==> src/rtl/mem_port_arbiter.sv <==
// rtl/mem_port_arbiter.sv - fetch/data arbiter sharing one fixed-latency single-ported memory
module mem_port_arbiter #(
  parameter int AW   = 32,
  parameter int DW   = 32,
  parameter int LAT  = 2,
  parameter int PRIO = 0
) (
  input  logic          CLK,
  input  logic          Reset,
  input  logic          i_req,
  input  logic [AW-1:0] i_addr,
  output logic          i_ack,
  output logic [DW-1:0] i_rdata,
  input  logic          d_req,
  input  logic          d_we,
  input  logic [AW-1:0] d_addr,
  input  logic [DW-1:0] d_wdata,
  output logic          d_ack,
  output logic [DW-1:0] d_rdata,
  output logic [AW-1:0] mem_addr,
  output logic [DW-1:0] mem_wdata,
  output logic          mem_nRD,
  output logic          mem_nWR,
  input  logic [DW-1:0] mem_rdata,
  output logic          busy
);
  localparam int CW = $clog2(LAT) + 1;
  localparam logic OWN_FETCH = 1'b0;
  localparam logic OWN_DATA  = 1'b1;

  typedef enum logic [1:0] {IDLE, ACCESS, RESP} state_t;

  state_t        state_q;
  logic          owner_q;
  logic          we_q;
  logic          last_owner_q;
  logic [CW-1:0] cnt_q;
  logic          grant_data_d;

  // Round-robin hands a tie to whichever port did not own the previous access.
  always_comb begin
    grant_data_d = 1'b0;
    if (d_req && !i_req) begin
      grant_data_d = 1'b1;
    end else if (d_req && i_req) begin
      grant_data_d = (PRIO != 0) ? 1'b1 : (last_owner_q == OWN_FETCH);
    end
  end

  always_ff @(posedge CLK) begin
    if (Reset) begin
      state_q      <= IDLE;
      owner_q      <= OWN_FETCH;
      we_q         <= 1'b0;
      last_owner_q <= OWN_DATA;
      cnt_q        <= '0;
      i_ack        <= 1'b0;
      d_ack        <= 1'b0;
      i_rdata      <= '0;
      d_rdata      <= '0;
      mem_addr     <= '0;
      mem_wdata    <= '0;
      mem_nRD      <= 1'b1;
      mem_nWR      <= 1'b1;
      busy         <= 1'b0;
    end else begin
      i_ack <= 1'b0;
      d_ack <= 1'b0;
      case (state_q)
        IDLE: begin
          if (i_req || d_req) begin
            owner_q  <= grant_data_d;
            we_q     <= grant_data_d & d_we;
            mem_addr <= grant_data_d ? d_addr : i_addr;
            if (grant_data_d) begin
              mem_wdata <= d_wdata;
            end
            mem_nRD <= grant_data_d & d_we;
            mem_nWR <= ~(grant_data_d & d_we);
            cnt_q   <= '0;
            busy    <= 1'b1;
            state_q <= ACCESS;
          end
        end
        ACCESS: begin
          cnt_q <= cnt_q + CW'(1);
          // Read data is valid at the end of the last strobe cycle.
          if (cnt_q == CW'(LAT - 1)) begin
            if (!we_q) begin
              if (owner_q == OWN_DATA) begin
                d_rdata <= mem_rdata;
              end else begin
                i_rdata <= mem_rdata;
              end
            end
            mem_nRD      <= 1'b1;
            mem_nWR      <= 1'b1;
            i_ack        <= (owner_q == OWN_FETCH);
            d_ack        <= (owner_q == OWN_DATA);
            last_owner_q <= owner_q;
            state_q      <= RESP;
          end
        end
        RESP: begin
          busy    <= 1'b0;
          state_q <= IDLE;
        end
        default: state_q <= IDLE;
      endcase
    end
  end
endmodule

==> config.mk <==
export PLATFORM = sky130hd
export DESIGN_NAME = mem_port_arbiter
export DESIGN_NICKNAME = d
export VERILOG_FILES = /design/src/rtl/mem_port_arbiter.sv
export SDC_FILE = /design/constraint.sdc
export NUM_CORES = 1
export LEC_CHECK = 0
export ABC_AREA = 1
export CELL_PAD_IN_SITES_DETAIL_PLACEMENT = 1
export CELL_PAD_IN_SITES_GLOBAL_PLACEMENT = 1
export CORE_UTILIZATION = 31
export CTS_BUF_LIST = sky130_fd_sc_hd__clkbuf_4 sky130_fd_sc_hd__clkbuf_8
export DETAILED_ROUTE_END_ITERATION = 8
export GPL_TIMING_DRIVEN = 0
export PLACE_DENSITY = 0.85
export SETUP_SLACK_MARGIN = 0.4
export SKIP_LAST_GASP = 1
export SYNTH_ARGS = -nofsm -noshare
export SYNTH_HDL_FRONTEND = slang
export SYNTH_SLANG_ARGS = --single-unit
export TNS_END_PERCENT = 10
==> constraint.sdc <==
create_clock -name CLK -period 2.55 [get_ports CLK]
set_clock_uncertainty 0.2 [all_clocks]
set_input_delay 0.255 -clock CLK [delete_from_list [all_inputs] [get_ports CLK]]
set_output_delay 0.255 -clock CLK [all_outputs]
set_load 0.01 [all_outputs]
==> run metrics <==
Synth Area in XOR/XNOR 0%; CTS max path bufs 2; Remaining Overflow, GRT 0; Final Max Slew Viols 0; worst path required time 2.69 ns; Setup TNS Final 0 ns; drt first pass iters 4; Worst Max-Slew Pin Slew 0.5921 ns; Tot GR Track Use around a fifth; Post-CTS Hold Fix Bufs 1; Row Count 51; I/O Buffers between 200 and 300; period utilisation layout 72.67%; register area 0.002803 mm^2; die area a little over 0.02 mm^2; Final Hold Viols 0; global-route wire length before repair 31950 um; Die Span X 143.2 um; drt via density 4.223; total CTS buffers 17; Hold Path Class in2reg; Die H 143.2 um; Worst Path Max Fanout 10; largest net degree at the start of global routing 17; Routed WL per cell 13.53 um; fin util 49.12%; TritonCTS Sinks 140; status finished, final reports clean; ANT cells 0; register area share after synthesis a little under half; multi-input combinational cell area 0.002537 mm^2; Ports 266; Layout area overhead 55.26%; initial antenna violation count 0; DP Wirelength 16140 um; PD cells roughly 590 mW/mm^2; synth warn 0; Synth Net Count around 1100; Syn Area/Cell about 6.3 um^2; Synth cell types 21; most common cell after layout, fill and taps aside nand2_1; DRC errors left 0; Final #Nets 1398; commonest cells after routing, fill and taps aside nand2_1 (337), nor2_1 (295), clkdlybuf4s50_1 (264); placer congestion estimate 0.7843; Post-CTS Resized 0; worst rel slew slack roughly three fifths; critical setup path kind reg2reg; post-CTS setup buffers 0; fmax 539.7 MHz; clk_lat worst skew 0.45 ns; CORE AREA 0.01953 mm^2; fillers 2558; vias in the first global route between 6000 and 7000; minimum clock period ~1.9 ns; Mapped Area 0.006177 mm^2; post-synthesis compound-gate area fraction 0.7697%; Iteration-0 DRC Markers 140; Starting Density a little under a third; Synth Area in Adders 0.2026%; endpoint class of the critical path flip-flop; VDD IR max 0.3556 mV; Lkg Pwr roughly 0.0045 uW; Reg clk slew, reported paths 0.08 ns; number of synthesized register bits 140; RSZ-0062 raised after global routing no; Worst EP arrival 1.99 ns; Max-cap violations 0; total length of routed wires 20870 um; Root Driver clkbuf_8; CTS tree yes; total via count in the routed design between 6000 and 7000; H-tree depth 4; final setup violation count 0; layout cells sized above 1 6.186%; proportion of synthesized area in mux cells 0%; Synth Area in Simple Gates about two fifths; Routed Antenna Nets 0; crit start category flip-flop; cells after synthesis roughly 1000; largest family of logic cells by synthesized area simple AND/OR/NAND/NOR gates; Tot Pwr approximately 5700 uW
==> critical path: stages (launching register included) <==
cell and delay (ns):
dfxtp_1 0.37, ha_1 0.29, nand3_4 0.21, nor2_8 0.22, buf_4 0.22, nand2_1 0.08
nand2_1 0.10, nor2_1 0.06
==> layout make-up <==
cell class                      instances  area share, %
Buffer                                 48          3.288
Clock buffer                           18          2.583
Clock inverter                         14          1.892
Inverter                              139          5.440
Multi-Input combinational cell        653          26.46
Sequential cell                       140          29.22
Tap cell                              265          3.457
Timing Repair Buffer                  265          27.66
==> final timing paths <==
check / startpoint / endpoint / slack (ns) / cells past startpoint
worst max-delay path: cnt_q[0]$_SDFFE_PP0P_ / d_rdata[9]$_SDFFE_PP0P_ / 0.70 / 7
worst max register to register: cnt_q[0]$_SDFFE_PP0P_ / d_rdata[9]$_SDFFE_PP0P_ / 0.70 / 7
worst min-delay path: d_wdata[18] / mem_wdata[18]$_SDFFE_PP0P_ / 0.21 / 5
worst min register to register: i_rdata[19]$_SDFFE_PP0P_ / i_rdata[19]$_SDFFE_PP0P_ / 0.28 / 2
==> report_power, final <==
part	leakage [uW]	internal, uW	switching (uW)
sequential	0.00114	2340	83.4
combinational	0.00320	651	619
clock	0.000209	1010	940
total	0.00455	4010	1640
==> synthesized netlist by cell type <==
| master | n | area, um^2 |
|---|---|---|
| nand2_1 | 337 | 1265 |
| nor2_1 | 295 | 1107 |
| dfxtp_1 | 140 | 2803 |
| inv_1 | 137 | 514.2 |
| buf_2 | 18 | 90.09 |
| buf_4 | 14 | 105.1 |
| buf_6 | 8 | 90.09 |
| a21oi_1 | 5 | 25.02 |
| buf_1 | 4 | 15.01 |
| clkbuf_1 | 4 | 15.01 |
| nand3_1 | 3 | 15.01 |
| o21ai_0 | 3 | 15.01 |
| inv_2 | 2 | 7.510 |
| nand3b_1 | 2 | 15.01 |
| nor2_8 | 2 | 40.04 |
| ha_1 | 1 | 12.51 |
| nand3_4 | 1 | 17.52 |
| nor2_2 | 1 | 6.260 |
| nor3_1 | 1 | 5.000 |
| o21a_1 | 1 | 7.510 |
| or2_2 | 1 | 6.260 |
==> metrics by stage <==
step / hold WS (ns) / area (um^2) / setup slack, ns / cells
floorplan: 0.2321 / 6177 / 1.057 / 980
global placement: 0.2504 / 9151 / 0.5182 / 1509
detailed placement: 0.2656 / 9151 / 0.4929 / 1509
CTS: 0.1799 / 9590 / 0.6454 / 1542
global route: 0.1958 / 9590 / 0.5613 / 1542
finish: 0.2073 / 9590 / 0.6970 / 1542
==> sequential cells by signal, indices dropped and copies added, names as in the netlist <==
| signal | flops |
|---|---|
| mem_wdata | 32 |
| d_ack | 1 |
| i_ack | 1 |
| mem_nWR | 1 |
| we_q | 1 |
| last_owner_q | 1 |
| owner_q | 1 |
| busy | 1 |
| d_rdata | 32 |
| mem_nRD | 1 |
| mem_addr | 32 |
| cnt_q | 2 |
| i_rdata | 32 |
| state_q | 2 |
==> metal layers <==
metal | up-vias | share of wire [%] | global-route usage [%]
li1 | 3362 | - | -
met1 | 2946 | 41 | 21.81
met2 | 181 | 50 | 37.74
met3 | 23 | 7.3 | 7.076
met4 | 0 | 1.3 | 5.886
met5 | - | 0 | 0
==> cell families (layout without fill, tap and decap cells) <==
kind of cell | Yosys count | count (layout)
AO/OA/AOI/OAI | 9 | 9
adder cells (fa/ha/maj) | 1 | 1
buffers and inverters | 187 | 484
flip-flops | 140 | 140
AND/OR/NAND/NOR | 643 | 643
No activity file was read; power rests on OpenSTA's default activity.
